### src/rtl/cond_pkg.sv
// rtl/cond_pkg.sv - shared condition codes, flag bit map and IT sequencer states
package cond_pkg;

  localparam logic [3:0] COND_EQ = 4'h0;
  localparam logic [3:0] COND_NE = 4'h1;
  localparam logic [3:0] COND_CS = 4'h2;
  localparam logic [3:0] COND_CC = 4'h3;
  localparam logic [3:0] COND_MI = 4'h4;
  localparam logic [3:0] COND_PL = 4'h5;
  localparam logic [3:0] COND_VS = 4'h6;
  localparam logic [3:0] COND_VC = 4'h7;
  localparam logic [3:0] COND_HI = 4'h8;
  localparam logic [3:0] COND_LS = 4'h9;
  localparam logic [3:0] COND_GE = 4'hA;
  localparam logic [3:0] COND_LT = 4'hB;
  localparam logic [3:0] COND_GT = 4'hC;
  localparam logic [3:0] COND_LE = 4'hD;
  localparam logic [3:0] COND_AL = 4'hE;
  localparam logic [3:0] COND_NV = 4'hF;

  localparam int FLAG_V = 0;
  localparam int FLAG_C = 1;
  localparam int FLAG_Z = 2;
  localparam int FLAG_N = 3;
  localparam int FLAG_Q = 4;

  localparam int FW_CV = 0;
  localparam int FW_NZ = 1;
  localparam int FW_Q  = 2;

  typedef enum logic {IT_IDLE, IT_ACTIVE} it_state_t;

endpackage

### src/rtl/cond_eval.sv
// rtl/cond_eval.sv - combinational condition-code evaluator, shared with branch-predict checker
module cond_eval
  import cond_pkg::*;
#(
  parameter int COND_WIDTH  = 4,
  parameter int FLAGS_WIDTH = 5
) (
  input  logic [COND_WIDTH-1:0]  cond,
  input  logic [FLAGS_WIDTH-1:0] flags,
  output logic                   pass
);

  logic n, z, c, v;

  assign n = flags[FLAG_N];
  assign z = flags[FLAG_Z];
  assign c = flags[FLAG_C];
  assign v = flags[FLAG_V];

  always_comb begin
    pass = 1'b0;
    case (cond)
      COND_EQ: pass = z;
      COND_NE: pass = ~z;
      COND_CS: pass = c;
      COND_CC: pass = ~c;
      COND_MI: pass = n;
      COND_PL: pass = ~n;
      COND_VS: pass = v;
      COND_VC: pass = ~v;
      COND_HI: pass = c & ~z;
      COND_LS: pass = ~c | z;
      COND_GE: pass = (n == v);
      COND_LT: pass = (n != v);
      COND_GT: pass = ~z & (n == v);
      COND_LE: pass = z | (n != v);
      COND_AL: pass = 1'b1;
      default: pass = 1'b0;
    endcase
  end

endmodule

### src/rtl/cond_flags_unit.sv
// rtl/cond_flags_unit.sv - architectural flags register, sticky Q and IT-block sequencer
module cond_flags_unit
  import cond_pkg::*;
#(
  parameter int FLAGS_WIDTH = 5,
  parameter int COND_WIDTH  = 4,
  parameter int MAX_IT_LEN  = 4,
  parameter int LEN_W       = $clog2(MAX_IT_LEN + 1)
) (
  input  logic                   clk,
  input  logic                   reset,
  input  logic                   instr_valid,
  input  logic                   stall,
  input  logic                   flush,
  input  logic [COND_WIDTH-1:0]  cond,
  input  logic [2:0]             flags_write,
  input  logic [FLAGS_WIDTH-1:0] alu_flags,
  input  logic                   q_clear,
  input  logic                   it_start,
  input  logic [COND_WIDTH-1:0]  it_cond,
  input  logic [LEN_W-1:0]       it_len,
  input  logic [MAX_IT_LEN-1:0]  it_pattern,
  output logic                   cond_ex,
  output logic [FLAGS_WIDTH-1:0] flags,
  output logic                   in_it,
  output logic [LEN_W-1:0]       it_remaining,
  output logic                   it_err
);

  it_state_t               state_q, state_d;
  logic [FLAGS_WIDTH-1:0]  flags_q, flags_d;
  logic [COND_WIDTH-1:0]   it_cond_q, it_cond_d;
  logic [LEN_W-1:0]        it_len_q, it_len_d;
  logic [MAX_IT_LEN-1:0]   it_pattern_q, it_pattern_d;
  logic [LEN_W-1:0]        rem_q, rem_d;
  logic                    err_q, err_d;

  logic                    advance;
  logic [LEN_W-1:0]        slot;
  logic [MAX_IT_LEN-1:0]   pattern_shift;
  logic [COND_WIDTH-1:0]   eff_cond;
  logic                    commit;
  logic                    len_ok;

  assign advance       = instr_valid & ~stall & ~flush;
  assign slot          = it_len_q - rem_q;
  assign pattern_shift = it_pattern_q >> slot;
  assign len_ok        = (it_len != '0) && (it_len <= LEN_W'(MAX_IT_LEN));

  // Else slots flip the condition LSB, which inverts every ARM code pair.
  always_comb begin
    eff_cond = cond;
    if (state_q == IT_ACTIVE)
      eff_cond = pattern_shift[0] ? it_cond_q : {it_cond_q[COND_WIDTH-1:1], ~it_cond_q[0]};
  end

  cond_eval #(.COND_WIDTH(COND_WIDTH), .FLAGS_WIDTH(FLAGS_WIDTH)) u_eval (
    .cond  (eff_cond),
    .flags (flags_q),
    .pass  (cond_ex)
  );

  // An IT request inside an active block executes as an ordinary instruction.
  assign commit = advance & cond_ex & ~(it_start & (state_q == IT_IDLE));

  always_comb begin
    flags_d = flags_q;
    if (commit && flags_write[FW_NZ]) begin
      flags_d[FLAG_N] = alu_flags[FLAG_N];
      flags_d[FLAG_Z] = alu_flags[FLAG_Z];
    end
    if (commit && flags_write[FW_CV]) begin
      flags_d[FLAG_C] = alu_flags[FLAG_C];
      flags_d[FLAG_V] = alu_flags[FLAG_V];
    end
    flags_d[FLAG_Q] = ((advance & q_clear) ? 1'b0 : flags_q[FLAG_Q])
                      | (commit & flags_write[FW_Q] & alu_flags[FLAG_Q]);
  end

  always_comb begin
    state_d      = state_q;
    rem_d        = rem_q;
    it_cond_d    = it_cond_q;
    it_len_d     = it_len_q;
    it_pattern_d = it_pattern_q;
    err_d        = 1'b0;
    if (flush) begin
      state_d = IT_IDLE;
      rem_d   = '0;
    end else if (advance) begin
      case (state_q)
        IT_IDLE: begin
          if (it_start) begin
            if (len_ok) begin
              state_d      = IT_ACTIVE;
              rem_d        = it_len;
              it_cond_d    = it_cond;
              it_len_d     = it_len;
              it_pattern_d = it_pattern;
            end else begin
              err_d = 1'b1;
            end
          end
        end
        IT_ACTIVE: begin
          err_d = it_start;
          rem_d = rem_q - LEN_W'(1);
          if (rem_q == LEN_W'(1))
            state_d = IT_IDLE;
        end
        default: state_d = IT_IDLE;
      endcase
    end
  end

  always_ff @(posedge clk) begin
    if (reset) begin
      state_q      <= IT_IDLE;
      flags_q      <= '0;
      it_cond_q    <= '0;
      it_len_q     <= '0;
      it_pattern_q <= '0;
      rem_q        <= '0;
      err_q        <= 1'b0;
    end else begin
      state_q      <= state_d;
      flags_q      <= flags_d;
      it_cond_q    <= it_cond_d;
      it_len_q     <= it_len_d;
      it_pattern_q <= it_pattern_d;
      rem_q        <= rem_d;
      err_q        <= err_d;
    end
  end

  assign flags        = flags_q;
  assign in_it        = (state_q == IT_ACTIVE);
  assign it_remaining = rem_q;
  assign it_err       = err_q;

endmodule

### config.mk
export PLATFORM = sky130hd
export DESIGN_NAME = cond_flags_unit
export DESIGN_NICKNAME = d
export VERILOG_FILES = /design/src/rtl/cond_pkg.sv /design/src/rtl/cond_eval.sv /design/src/rtl/cond_flags_unit.sv
export SDC_FILE = /design/constraint.sdc
export NUM_CORES = 1
export LEC_CHECK = 0
export CORE_UTILIZATION = 50
export CTS_CLUSTER_DIAMETER = 80
export DETAILED_ROUTE_END_ITERATION = 8
export PLACE_DENSITY = 0.83
export RECOVER_POWER = 100
export SYNTH_ARGS = -nofsm -noshare
export SYNTH_HDL_FRONTEND = slang
export SYNTH_SLANG_ARGS = --single-unit
### constraint.sdc
create_clock -name clk -period 7.6 [get_ports clk]
set_input_delay 1.9 -clock clk [delete_from_list [all_inputs] [get_ports clk]]
set_output_delay 1.9 -clock clk [all_outputs]
set_load 0.05 [all_outputs]
==> results.md <==
* CTS tree: done
* Worst-path fanout max at 7
* Initial Utilization at 54.38%
* Dpl ws at 1.312 ns
* Cts hold-fix bufs at 0
* Pins Over Slew Limit at 0
* Worst skew pair latency at around 0.30 ns
* First-pass GRT wire length at 4623 µm
* Synth Flop Type: dfxtp_1
* Clk buf depth at 2
* Post-DP HPWL at 2399 µm
* Total power at 214.8 µW
* Largest cells by area after synthesis: dfxtp_1 30%, mux2i_1 14%, nor2_1 5.2%
* Antenna diodes at 0
* Number of max-cap violations at 0
* Ys async rst share at 0%
* Critical-path cell list: dlygate4sd3_1 > mux2i_1 > nand3_1 > a21boi_0 > nor3b_2 > o32a_4 > nand2_1 > dlygate4sd3_1
* DRC at 0
* Sequential area share after synthesis at roughly 30%
* Via Count at between 1000 and 1500
* Avg WL per Cell at roughly 14 µm
* Max Clock Skew at ~0.0024 ns
* Synthesized flop and latch total at 21
* Setup bufs post-CTS at 0
* Pwr dens at ~120 nW/µm²
* Yosys cell types at 41
* Cell family with most CP delay: buffers and inverters
* WP data required at roughly 5.7 ns
* CTS root buf: clkbuf_4
* Total GRT Usage at between 20 and 25%
* Setup TNS at 0 ns
* I/O pin count at between 40 and 50
* Post-synthesis cell count at ~160
* Clock slew at reported path FFs at between 0.1 and 0.15 ns
* Final setup margin at approximately 1.2 ns
* Vias in the first global route at 1141
* Synth top area share at a little under a third
* CTS buffer count at 3
* Fillers at 220
* Area Overhead vs Synth at 31.01%
* Slew margin rel. at around 41%
* Most frequent CP cell: dlygate4sd3_1
* Area leader, netlist: dfxtp_1
* Port Buf Inserts at 40
* Final Cycle Share at approximately 85%
* RSZ-0062 raised after global routing: no
* Die Footprint at ~3000 µm²
* Synth Area per Inst at about 8.6 µm²
* Setup crit start kind: input port
* Crit end category: output pin
* Outcome: finished, final reports clean
* Gr ovfl total at 0
* Initial antenna violation count at 0
* Total clock sinks at 21
* Largest net degree at the start of global routing at 27
* Worst-case vdd ir drop at roughly 120 µV
* Slew of the pin with the lowest slew margin at between 0.8 and 0.9 ns
* Critical path type: input port to output pin
* Mapped Nets at 195
* Fmax at 0.1554 GHz
* Synthesized area at between 1000 and 1500 µm²
* Vias/cell at between 5 and 6
* Pre-antenna DRT Iters at 4
* Fin. Hold Viols at 0
* Yosys warnings at 0
* Row Count at 18
* CP peak stage delay at just under 0.9 ns
* Final WL at about 3100 µm
* Routed Antenna Nets at 0
* CP max stage cell: dlygate4sd3_1
* Iter 0 DRT Violations at 22
* Share of cells above drive strength 1 at 6.030%
* Post-synth EDFFs at 0
* Post-CTS sizing at 0
* Die W at 54.61 µm
* Final setup violating endpoints at 0
* GPL Wtd Cong at a little over 0.9
* P_leak at roughly 0.72 nW
* Min-Delay Path Class: flip-flop to flip-flop
* # nets final at 234
* Crit path time final at around 6.4 ns
* Arrival @ worst endpoint at between 4 and 5 ns
* Area of the core at between 2000 and 3000 µm²
* CP Buf/Inv Count at 2
* H-tree depth at 1
* Die height at about 55 µm
synthesized netlist by cell type, drive strengths merged (2+ instances only):
cell type / n
dfxtp: 21
ha: 3
a21oi: 11
o2bb2ai: 2
inv: 7
xnor2: 2
a21o: 2
clkbuf: 4
nand2b: 9
nor3b: 2
and2: 2
nand3: 5
buf: 2
nand2: 15
a211oi: 2
mux2i: 20
nor2: 19
nor3: 4
nand4: 3
o21ai: 6
mux2: 3
nand3b: 2
path summary, 6_finish.rpt:
check | start | cells after the start | slack (ns) | end
max | cond[1] | 8 | 1.16 | cond_ex
min | flags[4] | 2 | 0.46 | flags[4]
max reg2reg | it_remaining[0] | 10 | 4.46 | flags[1]
min reg2reg | flags[4] | 2 | 0.46 | flags[4]
cell type report:
type	instances	area, µm²	share of cell area [%]
clock buffers	4	26.28	1.449
inverters	7	26.28	1.449
multi-input cells	127	902.1	49.76
flip-flops and latches	21	420.4	23.19
well taps	30	37.54	2.070
repair buffers	40	400.4	22.08
worst register-to-register path: cells and delay by family, from the launching register on:
| kind | cells | cell delay, ns |
|---|---|---|
| xor+xnor | 1 | 0.11 |
| compound gates | 4 | 1.04 |
| fa+ha+maj | 2 | 0.69 |
| buf+inv | 1 | 0.05 |
| flops | 1 | 0.46 |
| mux | 2 | 0.73 |
state kept, by name (all words and copies together) (netlist names):
register      cells
in_it             1
it_pattern_q      4
it_len_q          3
it_remaining      3
it_err            1
it_cond_q         4
flags             5
stage by stage:
step,instance area [µm²],hold WS [ns],cells,util [%]
after floorplan,1384,0.4578,161,-
after global placement,1794,0.4439,225,70.50
after detailed placement,1794,0.4491,225,70.50
after CTS,1821,0.4643,229,71.53
after global routing,1813,0.4901,229,71.24
final,1813,0.4571,229,71.24
power by group:
group | internal (mW) | total (mW) | switching, mW
logic | 0.0249 | 0.0464 | 0.0215
clock network | 0.0205 | 0.0556 | 0.0352
registers | 0.111 | 0.113 | 0.00146
cell families (layout without fill, tap and decap cells):
kind of cell,after synthesis,count (layout),share of synthesized area [%]
adders and majority gates,4,4,4.159
AOI/OAI and AO/OA,30,30,15.64
buffers and inverters,13,51,3.888
muxes,24,24,18.81
xor gates and xnor gates,4,4,3.617
and+or+nand+nor,65,65,23.51
DFF,21,21,30.38
per-layer routing:
| layer | share of wire (%) | wire, µm | GRT usage, % |
|---|---|---|---|
| met3 | 4.0 | 125 | 2.778 |
| met4 | 0.32 | 10 | 7.692 |
| met1 | 46 | 1445 | 26.27 |
| met5 | 0 | 0 | 0 |
| met2 | 49 | 1548 | 38.55 |
cell usage in the layout, fill, tap and decap left out, drive strengths merged, types with 6 or more instances in the layout:
cell,count
a21oi,11
clkdlybuf4s50,26
dfxtp,21
dlygate4sd3,14
inv,7
mux2i,20
nand2,15
nand2b,9
nor2,19
o21ai,6
(Power assumes the default switching activity.)
